### src/rtl/osiris_pkg.sv
// Osiris shared datapath definitions.
// Default width, occupancy encoding and select-width helper.
package osiris_pkg;

  localparam int XLEN = 32;

  typedef enum logic [1:0] {
    OCC_EMPTY,
    OCC_ONE,
    OCC_FULL
  } occ_e;

  function automatic int sel_w(input int n);
    return (n > 1) ? $clog2(n) : 1;
  endfunction

endpackage

### src/rtl/mux_nx1_pipe_skid.sv
// Generic 2-entry valid/ready skid buffer.
// Main register drives the output; skid catches one beat under stall.
module skid_buffer
  import osiris_pkg::*;
#(
  parameter int WIDTH = XLEN
) (
  input  logic             i_clk,
  input  logic             i_rst,
  input  logic             i_flush,
  input  logic             i_valid,
  output logic             o_ready,
  input  logic [WIDTH-1:0] i_data,
  output logic             o_valid,
  input  logic             i_ready,
  output logic [WIDTH-1:0] o_data
);

  occ_e             state;
  occ_e             state_d;
  logic [WIDTH-1:0] main_q;
  logic [WIDTH-1:0] skid_q;
  logic             accept;
  logic             xfer;
  logic             load_main;
  logic             load_skid;
  logic             skid_to_main;

  // ready comes straight from state so no i_ready path reaches upstream
  assign o_ready = (state != OCC_FULL);
  assign o_valid = (state != OCC_EMPTY);
  assign o_data  = main_q;
  assign accept  = i_valid && o_ready;
  assign xfer    = o_valid && i_ready;

  always_ff @(posedge i_clk) begin
    if (i_rst) state <= OCC_EMPTY;
    else       state <= state_d;
  end

  always_comb begin
    state_d      = state;
    load_main    = 1'b0;
    load_skid    = 1'b0;
    skid_to_main = 1'b0;
    if (i_flush) begin
      state_d = OCC_EMPTY;
    end else begin
      unique case (state)
        OCC_EMPTY: begin
          if (accept) begin
            state_d   = OCC_ONE;
            load_main = 1'b1;
          end
        end
        OCC_ONE: begin
          if (accept && xfer) begin
            load_main = 1'b1;
          end else if (accept) begin
            load_skid = 1'b1;
            state_d   = OCC_FULL;
          end else if (xfer) begin
            state_d = OCC_EMPTY;
          end
        end
        OCC_FULL: begin
          if (xfer) begin
            skid_to_main = 1'b1;
            state_d      = OCC_ONE;
          end
        end
        default: state_d = OCC_EMPTY;
      endcase
    end
  end

  always_ff @(posedge i_clk) begin
    if (i_rst) begin
      main_q <= '0;
      skid_q <= '0;
    end else begin
      if (load_main)         main_q <= i_data;
      else if (skid_to_main) main_q <= skid_q;
      if (load_skid)         skid_q <= i_data;
    end
  end

endmodule

### src/rtl/mux_nx1_pipe.sv
// N-input registered selector with valid/ready handshake.
// Out-of-range selects fall back to input 0 and flag the beat.
module mux_nx1_pipe
  import osiris_pkg::*;
#(
  parameter  int WIDTH    = XLEN,
  parameter  int N_INPUTS = 3,
  localparam int SEL_W    = sel_w(N_INPUTS)
) (
  input  logic                      i_clk,
  input  logic                      i_rst,
  input  logic                      i_valid,
  output logic                      o_ready,
  input  logic [SEL_W-1:0]          i_sel,
  input  logic [N_INPUTS*WIDTH-1:0] i_data,
  input  logic                      i_flush,
  output logic                      o_valid,
  input  logic                      i_ready,
  output logic [WIDTH-1:0]          o_mux,
  output logic [SEL_W-1:0]          o_sel,
  output logic                      o_sel_err
);

  localparam int PW = WIDTH + SEL_W + 1;

  logic             in_range;
  logic [WIDTH-1:0] mux_d;
  logic [PW-1:0]    pay_in;
  logic [PW-1:0]    pay_out;

  if ((1 << SEL_W) == N_INPUTS) begin : g_pow2
    assign in_range = 1'b1;
  end else begin : g_npow2
    assign in_range = (int'(i_sel) < N_INPUTS);
  end

  always_comb begin
    mux_d = i_data[WIDTH-1:0];
    for (int k = 0; k < N_INPUTS; k++) begin
      if (in_range && int'(i_sel) == k)
        mux_d = i_data[k*WIDTH +: WIDTH];
    end
  end

  assign pay_in = {!in_range, i_sel, mux_d};

  skid_buffer #(
    .WIDTH(PW)
  ) u_skid (
    .i_clk  (i_clk),
    .i_rst  (i_rst),
    .i_flush(i_flush),
    .i_valid(i_valid),
    .o_ready(o_ready),
    .i_data (pay_in),
    .o_valid(o_valid),
    .i_ready(i_ready),
    .o_data (pay_out)
  );

  assign {o_sel_err, o_sel, o_mux} = pay_out;

endmodule

### config.mk
export PLATFORM = sky130hd
export DESIGN_NAME = mux_nx1_pipe
export DESIGN_NICKNAME = d
export VERILOG_FILES = /design/src/rtl/osiris_pkg.sv /design/src/rtl/mux_nx1_pipe_skid.sv /design/src/rtl/mux_nx1_pipe.sv
export SDC_FILE = /design/constraint.sdc
export NUM_CORES = 1
export LEC_CHECK = 0
export CAP_MARGIN = 25
export CORE_ASPECT_RATIO = 1.75
export CORE_UTILIZATION = 40
export DETAILED_ROUTE_END_ITERATION = 10
export DONT_BUFFER_PORTS = 1
export GPL_ROUTABILITY_DRIVEN = 0
export PLACE_DENSITY = 0.59
export SETUP_SLACK_MARGIN = 0.3
export SLEW_MARGIN = 20
export SYNTH_ARGS = -nofsm -noshare
export SYNTH_HDL_FRONTEND = slang
export SYNTH_SLANG_ARGS = --single-unit
### constraint.sdc
create_clock -name i_clk -period 1.9 [get_ports i_clk]
set_input_delay 0.38 -clock i_clk [delete_from_list [all_inputs] [get_ports i_clk]]
set_output_delay 0.38 -clock i_clk [all_outputs]
set_load 0.1 [all_outputs]
==> metrics.cfg <==
[status]
status = completed

[yosys]
synth_area_leaders = dfxtp_1, mux2i_1, a2bb2o_4
synth_area_leader_cell = dfxtp_1
avgSynthCellArea_sq_um = 12.2
ys_seq_elements = 72
syn_area_sq_um = 4180
synthCells = 342
netlist-cell-type-count = 38
async_reset_ff_share_pct = 0
ys_seq_area_share_pct = 34.5
ys.flop_type = dfxtp_1
ys.warnings.count = 0
synth_edf_count = 0
yosysTopAreaCellShare_pct = 34.5
syn-num-nets = 445

[clocking]
numClockSinks = 72
cts_buffers = 9
path_clk_slew_ns = 0.05
cts_root_buffer = clkbuf_16
postCtsSetupBuffers = 0
cts_tree = yes
clock_latency_ns = 0.33
htreeDepth = 3
cts_max_path_buffers = 2

[power]
pwr-share-clk_pct = 41.1
pwr_density_cell_nw_per_um2 = 859
p_int_mw = 2.96
p_sw_share_pct = 27.8
comb_power_share_pct = 20.2
leakagePower_nw = 2.11
power_switching_mw = 1.14
vdd_drop_max_mv = 0.467
pwr-share-seq_pct = 38.8

[sta]
layout_setup_ws_ns = 0.377
tightest_slew_ns = 0.384
hold_violations = 0
slew_violations = 0
fin_crit_ns = 1.52
finClkSkew_ns = 0.00500
slew_headroom_pct = 74.4
fmax_ghz = 0.656
period_share_pct = 80.2
fin_setup_tns_ns = 0
rsz0062_at_grt = false
setup_viol = 0

[critical_path]
arrival_ns = 1.75
required_ns = 2.12
r2r-end = u_skid.skid_q[17]
reg2reg_from = u_skid.state[1]
cp-startpoint = u_skid.state[1]
startpoint_type = register
rrSetupSlack_ns = 0.38
worst_setup_path_end_kind = register
worstSetupPathType = register to register
critical_path_peak_fanout = 11
reg2reg_depth = 4

[global_route]
overflow = 0
grt_max_degree = 68
grt_usage_pct = 17.3
grt_first_pass_wirelength_um = 14000
grt_pass1_vias = 2735
grt_antenna_before_repair = 0

[layout]
drive_gt1_share_pct = 34.9
area_growth_pct = 14.1
fillers = 944
fin_nets = 468
diodes = 0

[routing]
wirelength_um = 8880
drc = 0
firstDrtPassIters = 4
ant_nets = 0
num_vias = 2781
viasPerCell = 5.60
first_iter_violations = 115
wl_per_cell_um = 17.9

[worst_hold_path]
hold_depth = 1
holdPathEnd = u_skid.skid_q[33]
min_from = i_rst
hold_path_class = input pin to register

[die]
io_pins = 140
die_h_um = 137
start_util_pct = 40.8
rows = 49
core_area_sq_um = 10200
die_w_um = 79.2
dieArea_sq_um = 10900

[place]
pre_cts_ws_ns = 0.265
dpl.hpwl_um = 6410
buffer_ports.inserted = 0

[flow_run]
maxCapViolCount = 0

-- routing by layer --
| layer | share of wire [%] | up-vias | track usage [%] |
|---|---|---|---|
| li1 | - | 1358 | - |
| met1 | 39 | 1328 | 18.8 |
| met2 | 54 | 84 | 30.8 |
| met3 | 5.0 | 11 | 4.27 |
| met4 | 1.9 | 0 | 8.18 |
| met5 | 0 | - | 0 |
-- cells by family after synthesis --
group | synth area share [%]
and+or+nand+nor | 4.62
DFF | 34.5
AOI/OAI and AO/OA | 22.9
muxes | 31.6
buffers and inverters | 6.35
-- state kept, by name, summed over array words and instances (netlist names) --
register / cells
u_skid.o_data: 35
u_skid.skid_q: 35
u_skid.state: 2
-- Yosys cell counts (all sizes together) (2+ instances only) --
master,n
mux2i,96
dfxtp,72
mux2,32
o22ai,32
a2bb2o,31
buf,25
a21oi,7
clkbuf,7
nand2,6
nor2b,4
nand2b,3
o21ai,3
o311ai,3
a32oi,2
and4bb,2
nand3b,2
nand4bb,2
o21a,2
-- through the flow --
stage / cell area, sq um / util, % / hold slack [ns] / std cells / total power [mW]
final: 4770 / 46.5 / 0.110 / 497 / 4.09
after global routing: 4770 / 46.5 / 0.0953 / 497 / 4.26
after CTS: 4760 / 46.5 / 0.0945 / 497 / 4.15
after detailed placement: 4450 / 43.4 / 0.453 / 481 / 2.45
after global placement: 4450 / 43.4 / 0.450 / 481 / 2.44
after floorplan: 4180 / - / 0.432 / 342 / 2.37
-- final cells by class --
cell class                 instances  area (sq um)  area share (%)
clock inverter                     3          40.0           0.840
multi-input combinational        237          2500            52.4
timing repair buffer              44           359            7.53
sequential                        72          1450            30.3
inverter                           1          3.75          0.0788
clock buffer                      13           260            5.46
tap                              127           159            3.33
-- worst max-delay path, stage by stage, from the launching register on --
cell      delay, ns
dfxtp_2        0.45
and4bb_1       0.26
nand2_2        0.20
buf_4          0.27
a2bb2o_4       0.23
-- power by group through the flow --
stage | registers [mW] | clock network, mW | logic [mW]
2_1_floorplan | 1.93 | 0 | 0.443
3_3_place_gp | 1.62 | 0 | 0.823
4_1_cts | 1.59 | 1.72 | 0.834
5_1_grt | 1.59 | 1.79 | 0.870
3_5_place_dp | 1.62 | 0 | 0.833
6_report | 1.59 | 1.68 | 0.826
-- worst max-delay path by stage --
stage                             end  slack (ns)  cells after the start
global placement    u_skid.skid_q[19]        0.31                      4
detailed placement  u_skid.skid_q[17]        0.26                      4
finish              u_skid.skid_q[17]        0.38                      4
global route        u_skid.skid_q[17]        0.30                      4
CTS                           o_ready        0.34                      2
floorplan             u_skid.state[1]        0.45                      3
-- repair_timing --
| item | 4_1_cts | 5_1_grt |
|---|---|---|
| gates resized for setup | 4 | 2 |
| gates cloned | 0 | 0 |
| setup endpoints to repair | 15 | 2 |
| pin swaps | 1 | 0 |
| hold buffers | 0 | 0 |
-- cell usage in the layout, fill, tap and decap left out, types with 3 or more instances in the layout --
cell / instances
a21oi_1: 7
a2bb2o_4: 29
buf_4: 41
clkbuf_16: 9
dfxtp_1: 70
mux2_2: 32
mux2i_1: 96
nand2_1: 5
nor2b_1: 3
o21ai_0: 3
o22ai_1: 32
o311ai_1: 3
Power figures use the tool's default switching activity.
